===== src/rtl/ps2_kbd_cmd_sched_if.sv =====
// Bundle between the command scheduler, its host, the lock-key source and ps2_keyboard.
// The scheduler takes master; the surrounding logic, or a bench, takes slave.
interface ps2_kbd_cmd_sched_if;
  logic       host_cmd_valid;
  logic       host_cmd_ready;
  logic [7:0] host_cmd_b0;
  logic [7:0] host_cmd_b1;
  logic       host_cmd_len2;
  logic [2:0] lock_toggle;
  logic [2:0] led_state;
  logic [7:0] tx_data;
  logic       tx_write;
  logic       tx_write_ack;
  logic       tx_no_ack;
  logic [7:0] rx_code;
  logic       rx_valid;
  logic       busy;
  logic       cmd_done;
  logic       cmd_err;

  modport master (
    input  host_cmd_valid, host_cmd_b0, host_cmd_b1, host_cmd_len2, lock_toggle,
    input  tx_write_ack, tx_no_ack, rx_code, rx_valid,
    output host_cmd_ready, led_state, tx_data, tx_write, busy, cmd_done, cmd_err
  );

  modport slave (
    output host_cmd_valid, host_cmd_b0, host_cmd_b1, host_cmd_len2, lock_toggle,
    output tx_write_ack, tx_no_ack, rx_code, rx_valid,
    input  host_cmd_ready, led_state, tx_data, tx_write, busy, cmd_done, cmd_err
  );
endinterface


===== src/rtl/ps2_kbd_cmd_sched.sv =====
// PS/2 host-to-keyboard command scheduler: LED updates beat host commands, each byte waits for 0xFA, resends/times out; host is held off while busy.
// PS2_CMD_BOOT_INIT_EN: after reset send 0xFF, wait for 0xAA, then send 0xED 0x00 before accepting any request.
module ps2_kbd_cmd_sched #(
  parameter int unsigned TIMEOUT_CYC = 2500000,
  parameter int unsigned MAX_RETRY   = 3,
  parameter int unsigned TW          = 22
) (
  input  logic               clk,
  input  logic               rst,
  ps2_kbd_cmd_sched_if.master bus
);

  localparam int unsigned RW = (MAX_RETRY < 1) ? 1 : $clog2(MAX_RETRY + 1);

  localparam logic [7:0] KBD_ACK    = 8'hFA;
  localparam logic [7:0] KBD_RESEND = 8'hFE;
  localparam logic [7:0] KBD_BAT_OK = 8'hAA;
  localparam logic [7:0] KBD_SETLED = 8'hED;

  typedef enum logic [2:0] {
    IDLE, SEND, WAIT_WACK, WAIT_RESP, WAIT_BAT, DONE, ERR
  } state_e;

`ifdef PS2_CMD_BOOT_INIT_EN
  localparam state_e     RST_STATE = SEND;
  localparam logic [7:0] RST_B0    = 8'hFF;
  localparam logic       RST_BOOT  = 1'b1;
`else
  localparam state_e     RST_STATE = IDLE;
  localparam logic [7:0] RST_B0    = 8'h00;
  localparam logic       RST_BOOT  = 1'b0;
`endif

  state_e          state_q, state_d;
  logic [7:0]      b0_q, b0_d;
  logic [7:0]      b1_q, b1_d;
  logic            len2_q, len2_d;
  logic            sel_q, sel_d;
  logic [RW-1:0]   retry_q, retry_d;
  logic [TW-1:0]   cnt_q, cnt_d;
  logic            pend_q, pend_d;
  logic [2:0]      led_q, led_d;
  logic            boot_q, boot_d;
  logic            tx_write_q, tx_write_d;
  logic [7:0]      tx_data_q, tx_data_d;

  logic [TW-1:0]   cnt_inc;
  logic            timeout;
  logic            can_retry;
  logic            do_retry;
  logic            rx_ack;
  logic            rx_resend;

  assign cnt_inc   = cnt_q + TW'(1);
  assign timeout   = (cnt_inc == TW'(TIMEOUT_CYC - 1));
  assign can_retry = (retry_q < RW'(MAX_RETRY));
  assign rx_ack    = bus.rx_valid && (bus.rx_code == KBD_ACK);
  assign rx_resend = bus.rx_valid && (bus.rx_code == KBD_RESEND);

  always_comb begin
    state_d    = state_q;
    b0_d       = b0_q;
    b1_d       = b1_q;
    len2_d     = len2_q;
    sel_d      = sel_q;
    retry_d    = retry_q;
    cnt_d      = cnt_q;
    pend_d     = pend_q | (|bus.lock_toggle);
    led_d      = led_q ^ bus.lock_toggle;
    boot_d     = boot_q;
    tx_write_d = 1'b0;
    tx_data_d  = tx_data_q;
    do_retry   = 1'b0;

    case (state_q)
      IDLE: begin
        // Snapshot uses the registered LED state, so a toggle landing on the
        // grant cycle is left for a follow-up 0xED.
        if (pend_q) begin
          b0_d    = KBD_SETLED;
          b1_d    = {5'b0, led_q};
          len2_d  = 1'b1;
          sel_d   = 1'b0;
          retry_d = '0;
          pend_d  = |bus.lock_toggle;
          state_d = SEND;
        end else if (bus.host_cmd_valid && bus.host_cmd_ready) begin
          b0_d    = bus.host_cmd_b0;
          b1_d    = bus.host_cmd_b1;
          len2_d  = bus.host_cmd_len2;
          sel_d   = 1'b0;
          retry_d = '0;
          state_d = SEND;
        end
      end
      SEND: begin
        tx_data_d  = sel_q ? b1_q : b0_q;
        tx_write_d = 1'b1;
        state_d    = WAIT_WACK;
      end
      WAIT_WACK: begin
        if (bus.tx_write_ack) begin
          cnt_d   = '0;
          state_d = WAIT_RESP;
        end else if (bus.tx_no_ack) begin
          do_retry = 1'b1;
        end else begin
          tx_write_d = 1'b1;
        end
      end
      WAIT_RESP: begin
        cnt_d = cnt_inc;
        if (rx_ack) begin
          if (len2_q && !sel_q) begin
            sel_d   = 1'b1;
            retry_d = '0;
            state_d = SEND;
          end else if (boot_q) begin
            cnt_d   = '0;
            state_d = WAIT_BAT;
          end else begin
            state_d = DONE;
          end
        end else if (rx_resend) begin
          do_retry = 1'b1;
        end else if (timeout) begin
          state_d = ERR;
        end
      end
      WAIT_BAT: begin
        cnt_d = cnt_inc;
        if (bus.rx_valid && (bus.rx_code == KBD_BAT_OK)) begin
          b0_d    = KBD_SETLED;
          b1_d    = 8'h00;
          len2_d  = 1'b1;
          sel_d   = 1'b0;
          retry_d = '0;
          boot_d  = 1'b0;
          state_d = SEND;
        end else if (timeout) begin
          state_d = ERR;
        end
      end
      DONE: state_d = IDLE;
      ERR: begin
        boot_d  = 1'b0;
        state_d = IDLE;
      end
      default: state_d = IDLE;
    endcase

    if (do_retry) begin
      if (can_retry) begin
        retry_d = retry_q + RW'(1);
        state_d = SEND;
      end else begin
        state_d = ERR;
      end
    end
  end

  always_ff @(posedge clk) begin
    if (rst) begin
      state_q    <= RST_STATE;
      b0_q       <= RST_B0;
      b1_q       <= 8'h00;
      len2_q     <= 1'b0;
      sel_q      <= 1'b0;
      retry_q    <= '0;
      cnt_q      <= '0;
      pend_q     <= 1'b0;
      led_q      <= 3'b000;
      boot_q     <= RST_BOOT;
      tx_write_q <= 1'b0;
      tx_data_q  <= 8'h00;
    end else begin
      state_q    <= state_d;
      b0_q       <= b0_d;
      b1_q       <= b1_d;
      len2_q     <= len2_d;
      sel_q      <= sel_d;
      retry_q    <= retry_d;
      cnt_q      <= cnt_d;
      pend_q     <= pend_d;
      led_q      <= led_d;
      boot_q     <= boot_d;
      tx_write_q <= tx_write_d;
      tx_data_q  <= tx_data_d;
    end
  end

  // A toggle arriving this cycle already blocks the host so the LED update wins.
  assign bus.host_cmd_ready = !rst && (state_q == IDLE) && !pend_q && (bus.lock_toggle == 3'b000);
  assign bus.busy           = !rst && (state_q != IDLE);
  assign bus.cmd_done       = !rst && (state_q == DONE);
  assign bus.cmd_err        = !rst && (state_q == ERR);
  assign bus.led_state      = led_q;
  assign bus.tx_data        = tx_data_q;
  assign bus.tx_write       = tx_write_q;

endmodule

===== src/flat_wrapper.sv =====
// flat-port wrapper written by rule: the top's interface ports become plain ports
module ps2_kbd_cmd_sched_flat 
#(
  parameter int unsigned TIMEOUT_CYC = 2500000,
  parameter int unsigned MAX_RETRY   = 3,
  parameter int unsigned TW          = 22
)
  (clk, rst, bus_host_cmd_valid, bus_host_cmd_b0, bus_host_cmd_b1, bus_host_cmd_len2, bus_lock_toggle, bus_tx_write_ack, bus_tx_no_ack, bus_rx_code, bus_rx_valid, bus_host_cmd_ready, bus_led_state, bus_tx_data, bus_tx_write, bus_busy, bus_cmd_done, bus_cmd_err);
  ps2_kbd_cmd_sched_if bus_i ();
  input  logic clk;
  input  logic rst;
  input wire logic [$bits(bus_i.host_cmd_valid)-1:0] bus_host_cmd_valid;
  input wire logic [$bits(bus_i.host_cmd_b0)-1:0] bus_host_cmd_b0;
  input wire logic [$bits(bus_i.host_cmd_b1)-1:0] bus_host_cmd_b1;
  input wire logic [$bits(bus_i.host_cmd_len2)-1:0] bus_host_cmd_len2;
  input wire logic [$bits(bus_i.lock_toggle)-1:0] bus_lock_toggle;
  input wire logic [$bits(bus_i.tx_write_ack)-1:0] bus_tx_write_ack;
  input wire logic [$bits(bus_i.tx_no_ack)-1:0] bus_tx_no_ack;
  input wire logic [$bits(bus_i.rx_code)-1:0] bus_rx_code;
  input wire logic [$bits(bus_i.rx_valid)-1:0] bus_rx_valid;
  output wire logic [$bits(bus_i.host_cmd_ready)-1:0] bus_host_cmd_ready;
  output wire logic [$bits(bus_i.led_state)-1:0] bus_led_state;
  output wire logic [$bits(bus_i.tx_data)-1:0] bus_tx_data;
  output wire logic [$bits(bus_i.tx_write)-1:0] bus_tx_write;
  output wire logic [$bits(bus_i.busy)-1:0] bus_busy;
  output wire logic [$bits(bus_i.cmd_done)-1:0] bus_cmd_done;
  output wire logic [$bits(bus_i.cmd_err)-1:0] bus_cmd_err;
  assign bus_i.host_cmd_valid = bus_host_cmd_valid;
  assign bus_i.host_cmd_b0 = bus_host_cmd_b0;
  assign bus_i.host_cmd_b1 = bus_host_cmd_b1;
  assign bus_i.host_cmd_len2 = bus_host_cmd_len2;
  assign bus_i.lock_toggle = bus_lock_toggle;
  assign bus_i.tx_write_ack = bus_tx_write_ack;
  assign bus_i.tx_no_ack = bus_tx_no_ack;
  assign bus_i.rx_code = bus_rx_code;
  assign bus_i.rx_valid = bus_rx_valid;
  assign bus_host_cmd_ready = bus_i.host_cmd_ready;
  assign bus_led_state = bus_i.led_state;
  assign bus_tx_data = bus_i.tx_data;
  assign bus_tx_write = bus_i.tx_write;
  assign bus_busy = bus_i.busy;
  assign bus_cmd_done = bus_i.cmd_done;
  assign bus_cmd_err = bus_i.cmd_err;
  ps2_kbd_cmd_sched #(.TIMEOUT_CYC(TIMEOUT_CYC), .MAX_RETRY(MAX_RETRY), .TW(TW)) u_core (.clk(clk), .rst(rst), .bus(bus_i));
endmodule

===== config.mk =====
export PLATFORM = sky130hd
export DESIGN_NAME = ps2_kbd_cmd_sched_flat
export DESIGN_NICKNAME = d
export VERILOG_FILES = /design/src/rtl/ps2_kbd_cmd_sched_if.sv /design/src/rtl/ps2_kbd_cmd_sched.sv /design/src/flat_wrapper.sv
export SDC_FILE = /design/constraint.sdc
export NUM_CORES = 1
export LEC_CHECK = 0
export ABC_CLOCK_PERIOD_IN_PS = 2400
export BUFFER_PORTS_ARGS = -buffer_cell sky130_fd_sc_hd__buf_2
export CORE_ASPECT_RATIO = 0.5
export CORE_MARGIN = 5
export CORE_UTILIZATION = 45
export CTS_CLUSTER_DIAMETER = 100
export CTS_CLUSTER_SIZE = 20
export DETAILED_ROUTE_END_ITERATION = 8
export PLACE_DENSITY = 0.66
export SKIP_LAST_GASP = 1
export SLEW_MARGIN = 0
export SYNTH_ARGS = -nofsm -noshare
export SYNTH_HDL_FRONTEND = slang
export SYNTH_SLANG_ARGS = --single-unit

===== constraint.sdc =====
create_clock -name clk -period 2.4 [get_ports clk]
set_clock_uncertainty 0.1 [all_clocks]
set_input_delay 0.12 -clock clk [delete_from_list [all_inputs] [get_ports clk]]
set_output_delay 0.12 -clock clk [all_outputs]
set_load 0.03 [all_outputs]

==> metrics, run 1 <==
status=complete, no violations; worst-margin pin slew=627 ps; Initial Util=47.0%; Critical Path Slowest Stage Cell=dfxtp_1; Port Buffers=49; hold crit path type=input pin to register; pwr dens=709 nW/um^2; met1 usage=23.7%; Yosys cell types=61; height of the die=69.5 um; vias in the first global route=3,003; fill cell total of the finished layout=614; worst hold slack=15.6 ps; Post-Syn Area per Cell=8.15 um^2; Setup Buffers After CTS=0; die width=129 um; layout cells sized above 1=22.6%; antenna violations before repair=0; detailed router's first-iteration violation count=227; Routability Congestion=0.965; Cells after Synth=391; Diodes inserted=0; Post-synth EDFFs=0; Crit. Startpoint=u_core.cnt_q[3]$_SDFFE_PP0P_; hold path start=bus_host_cmd_b0[2]; busiest layer in global routing=met2; Hold Violations, Final=0; Pleak=1.53 nW; Routed Antenna Nets=0; crit path cell chain=and4_2, nand3b_2, a2111oi_2, o211ai_1, nor4_2, o221a_1; die area=8970 um^2; WL final=8580 um; Clock Sinks=58; Peak supply drop=330 uV; register bit total from synthesis=58; final worst path period share=93.0%; Synth Flop Type=dfxtp_1; Sum Neg Setup Slack=0 ps; I/O pin count=50; CTS root buf=clkbuf_16; drt first pass iters=4; syn nets=428; fin nets=494; Synth-to-Final Area Change=26.6%; max incr delay on CP=480 ps; register area share after synthesis=36.4%; htree depth=3; first-pass GRT wire length=14,200 um; met3 usage=5.54%; Critical Path AT=2400 ps; worst skew pair latency=330 ps; Crit. End Element=register; worst reg-to-reg path cell count=6; Post-Syn Area=3190 um^2; clk buf depth=2; worst r2r src=u_core.cnt_q[3]$_SDFFE_PP0P_; via count=3,101; Warnings, synthesis=0; hold path cells=3; Max-slew headroom=58.2%; WS Path Type=register to register; WL/cell=15.5 um; met2 usage in global routing=32.6%; Clock transition at path regs=50 ps; total gr overflow=0; hpwl dp=5790 um; CORE AREA=6780 um^2; f_max=448 MHz; ys async rst share=0%; Setup violations, final=0; clock buffer count from CTS=9; pin count of the biggest net entering global routing=59; Slew Viols, Final=0; Final min period=2230 ps; Tot GR Track Use=19.4%; Row Count=21; max-cap viol count=0; commonest cells after routing, fill and taps aside=nor2_1, dfxtp_1, buf_2; WP data required=2570 ps; Vias/cell=5.62; CP Launch Type=register; drt drc=0; Worst Path Max Fanout=10; TritonCTS clock tree=done
[kinds of logic after synthesis]
kind of cell	synth area share [%]
buffers and inverters	4.51
and+or+nand+nor	31.5
AOI/OAI and AO/OA	19.1
muxes	4.20
adders and majority gates	1.18
xor gates and xnor gates	3.02
DFF	36.4
[Yosys cell counts (4+ instances only)]
| cell type | instances | area share (%) |
|---|---|---|
| nand2_1 | 32 | 3.8 |
| xnor2_1 | 8 | 2.2 |
| nand4_1 | 8 | 1.6 |
| nand3_1 | 16 | 2.5 |
| nor4_1 | 6 | 1.2 |
| or3_1 | 6 | 1.2 |
| nor2_1 | 52 | 6.1 |
| dfxtp_1 | 58 | 36 |
| nor3_1 | 22 | 3.5 |
| a21oi_1 | 31 | 4.9 |
| clkbuf_1 | 15 | 1.8 |
| a311oi_1 | 4 | 1.1 |
| nand3b_1 | 6 | 1.4 |
| o21ai_0 | 15 | 2.4 |
| a21o_1 | 5 | 1.2 |
| and3_1 | 6 | 1.2 |
| a211oi_1 | 10 | 2.4 |
| a22o_1 | 4 | 1.1 |
| nand2b_1 | 6 | 1.2 |
| buf_2 | 7 | 1.1 |
| mux2i_1 | 10 | 3.1 |
| inv_1 | 4 | 0.47 |
[final timing paths]
kind | end | slack, ps
min | u_core.b0_q[2]$_SDFFE_PP0P_ | 20
max | u_core.state_q[2]$_SDFFE_PP0P_ | 170
max reg2reg | u_core.state_q[2]$_SDFFE_PP0P_ | 170
min reg2reg | u_core.b0_q[1]$_SDFFE_PP0P_ | 350
[sequential cells by signal, indices dropped and copies added (netlist names)]
name                  count
u_core.bus.led_state      3
u_core.cnt_q             22
u_core.pend_q             1
u_core.b1_q               8
u_core.retry_q            2
u_core.len2_q             1
u_core.state_q            3
u_core.bus.tx_data        8
u_core.sel_q              1
u_core.b0_q               8
u_core.bus.tx_write       1
[area by class of cell]
| type | instances | area (um^2) | area share (%) |
|---|---|---|---|
| well taps | 92 | 115 | 2.85 |
| clock buffers | 11 | 253 | 6.27 |
| multi-input cells | 302 | 1910 | 47.3 |
| repair buffers | 82 | 536 | 13.3 |
| inverters | 4 | 15.0 | 0.372 |
| flip-flops and latches | 58 | 1170 | 29.0 |
| clock inverters | 3 | 40.0 | 0.993 |
[worst max-delay path, delay by kind of cell, from the launching register on]
family / cells / cell delay (ps)
compound gates: 3 / 730
flops: 1 / 480
simple gates: 3 / 870
[stage by stage]
step                worst slack [ps]  power [W]  std cells  utilization (%)  instance area, um^2
floorplan                        363    0.00147        391                -                 3190
global placement                 198    0.00159        521             52.2                 3540
detailed placement              87.4    0.00161        521             52.2                 3540
CTS                             72.7    0.00289        552             59.0                 4000
global route                   -7.72    0.00299        552             59.5                 4030
finish                           167    0.00286        552             59.5                 4030
[power by group]
part	switching (W)	internal [W]	total, W
clock network	0.000407	0.000841	0.00125
logic	0.000312	0.000198	0.000510
registers	0.0000562	0.00104	0.00110
[metal layers]
layer | share of wire [%] | up-vias | routed length (um)
met5 | 0 | - | 0
met4 | 0.89 | 0 | 76
met3 | 5.6 | 6 | 476
met2 | 49 | 74 | 4210
met1 | 44 | 1455 | 3810
li1 | - | 1566 | -
[what timing repair did]
item | CTS | global route
endpoints found under the setup margin | 0 | 3
hold buffers | 17 | 0
hold endpoints to repair | 17 | 0
resized for setup | 0 | 11
Note: power is estimated with default switching activity, not from simulation.
==> inputs of run 2 (changes only) <==
--- a/config.mk
+++ b/config.mk
@@ -9,11 +9,10 @@
 export BUFFER_PORTS_ARGS = -buffer_cell sky130_fd_sc_hd__buf_2
 export CORE_ASPECT_RATIO = 0.5
 export CORE_MARGIN = 5
-export CORE_UTILIZATION = 45
+export CORE_UTILIZATION = 35
 export CTS_CLUSTER_DIAMETER = 100
 export CTS_CLUSTER_SIZE = 20
 export DETAILED_ROUTE_END_ITERATION = 8
-export PLACE_DENSITY = 0.66
 export SKIP_LAST_GASP = 1
 export SLEW_MARGIN = 0
 export SYNTH_ARGS = -nofsm -noshare
==> metrics, run 2 (synthesis gave the netlist of run 1 again) <==
Initial Util=36.2% (-11 points); die area=11,200 um^2 (+25%); Psw=0.000811 W (+4.7%); Sw Ratio=24.5% (-2.6 points); fin area=4190 um^2 (+3.9%); final worst path period share=92.4% (-0.62 points); Clock Power Share=50.4% (+6.7 points); max incr delay on CP=430 ps (-50 ps); Critical Path Slowest Stage Cell=dfxtp_1; CP Launch Type=register; Max-slew headroom=57.5% (-0.67 points); commonest non-fill, non-tap cell in the layout=dfxtp_1; Critical Path AT=2390 ps (about the same); Routability Congestion=0.885 (-8.3%); Core Util, Final=47.7% (-12 points); CTS root buf=clkbuf_16; Vias/cell=5.26 (-6.4%); wl on met1=3920 um (+2.8%); drt first pass iters=4 (unchanged); RSZ-0062 raised after global routing=false; total gr overflow=0 (unchanged); Peak supply drop=590 uV (+79%); Gate power share=16.3% (-1.5 points); worst-margin pin slew=638 ps (+10.1 ps); Row Count=24 (+14%); Reg power frac=33.3% (-5.2 points); vias in the first global route=2,971 (-1.1%); Sum Neg Setup Slack=0 ps (unchanged); WL met2=3810 um (-9.6%); layout cells sized above 1=21.4% (-1.2 points); Power Internal=0.00249 W (+20%); WL met3=434 um (-8.8%); Diodes inserted=0 (unchanged); Setup violations, final=0 (unchanged); TritonCTS clock tree=done; max reg flops=22 (unchanged); largest reg by FF count=u_core.cnt_q; clock buffer count from CTS=9 (unchanged); detailed router's first-iteration violation count=236 (+4.0%); Clock Sinks=58 (unchanged); Synth-to-Final Area Change=31.6%; fill cell total of the finished layout=865 (+41%); crit path cell chain=ha_1, and3_1, and3_1, mux2i_1, o211ai_1, nor4_2, buf_4, o221a_1; CORE AREA=8800 um^2 (+30%); WL/cell=14.1 um (-9.2%); worst skew pair latency=330 ps (about the same); Design Power=0.00330 W (+16%); WP data required=2570 ps (about the same); antenna violations before repair=0 (unchanged); Slew Viols, Final=0 (unchanged); I/O pin count=50 (unchanged); hold crit path type=input pin to register; first-pass GRT wire length=14,200 um (+0.34%); height of the die=77.5 um (+11%); pin count of the biggest net entering global routing=59 (unchanged); hpwl dp=5580 um (-3.7%); Port Buffers=49 (unchanged); WS Path Type=register to register; Clock transition at path regs=50 ps (about the same); pwr dens=788 nW/um^2 (+11%); Final min period=2220 ps (-14.8 ps); status=complete, no violations; f_max=451 MHz (+0.67%); fin nets=500 (+1.2%); Worst Path Max Fanout=7 (-3); Critical Path Most Common Cell=and3_1; Tot GR Track Use=15.3% (-4.2 points); Pleak=1.61 nW (+5.3%); Crit. End Element=register; drt drc=0 (unchanged); Hold Violations, Final=0 (unchanged); Max Used Layer=met4; commonest cells after routing, fill and taps aside=dfxtp_1, nor2_1, buf_2; post_cts resized=0 (unchanged); max-cap viol count=0 (unchanged); Post-Place Cell Area=3630 um^2 (+2.7%); die width=145 um (+12%); clk buf depth=2 (unchanged); via count=3,075 (-0.84%); htree depth=3 (unchanged); Routed Antenna Nets=0 (unchanged); WL final=8250 um (-3.7%)
[run 2: area by class of cell]
cell class | instances | area [um^2] | share of cell area [%]
clock buffer | 11 | 233 | 5.55
multi-input combinational | 302 | 1880 | 44.9
clock inverter | 5 | 150 | 3.58
inverter | 4 | 15.0 | 0.358
tap | 117 | 146 | 3.49
timing repair buffer | 88 | 606 | 14.4
sequential | 58 | 1160 | 27.7
[run 2: layer usage]
layer / vias to the layer above / track usage, %
li1: 1576 / -
met2: 61 / 25.1
met4: 0 / 5.36
met5: - / 0
met3: 11 / 4.95
met1: 1427 / 19.0
[run 2: repair_timing]
| action | 4_1_cts | 5_1_grt |
|---|---|---|
| endpoints found under the hold margin | 17 | 0 |
| hold buffers | 17 | 0 |
| setup endpoints to repair | 0 | 3 |
| setup buffers | 0 | 1 |
[run 2: power by group through the flow]
stage | Combinational, W | Clock, W | Sequential, W
after CTS | 0.000544 | 0.00170 | 0.00110
after global routing | 0.000598 | 0.00173 | 0.00111
final | 0.000539 | 0.00167 | 0.00110
after floorplan | 0.000314 | 0 | 0.00116
after detailed placement | 0.000522 | 0 | 0.00112
after global placement | 0.000518 | 0 | 0.00112
[run 2: worst max-delay path, delay by kind of cell (launching register included)]
family	cells	cell delay, ps
adder cells (fa/ha/maj)	1	270
AND/OR/NAND/NOR	3	700
buffers and inverters	1	160
multiplexers	1	200
AO/OA/AOI/OAI	2	290
flip-flops	1	430
[run 2: worst paths after layout]
kind,from,endpoint,slack [ps],depth (start not counted)
worst max register to register,u_core.cnt_q[0]$_SDFFE_PP0P_,u_core.state_q[2]$_SDFFE_PP0P_,180,8
worst min-delay path,bus_host_cmd_b0[7],u_core.b0_q[7]$_SDFFE_PP0P_,20,3
worst min register to register,u_core.b0_q[1]$_SDFFE_PP0P_,u_core.b0_q[1]$_SDFFE_PP0P_,350,2
worst max-delay path,u_core.cnt_q[0]$_SDFFE_PP0P_,u_core.state_q[2]$_SDFFE_PP0P_,180,8
[run 2: stage by stage]
stage          cells  worst slack (ps)  hold WS [ps]
2_1_floorplan    391               363           152
3_3_place_gp     551               190           283
3_5_place_dp     551              90.6           287
4_1_cts          584              70.6          11.4
5_1_grt          585              5.46          27.5
6_report         585               182          22.4
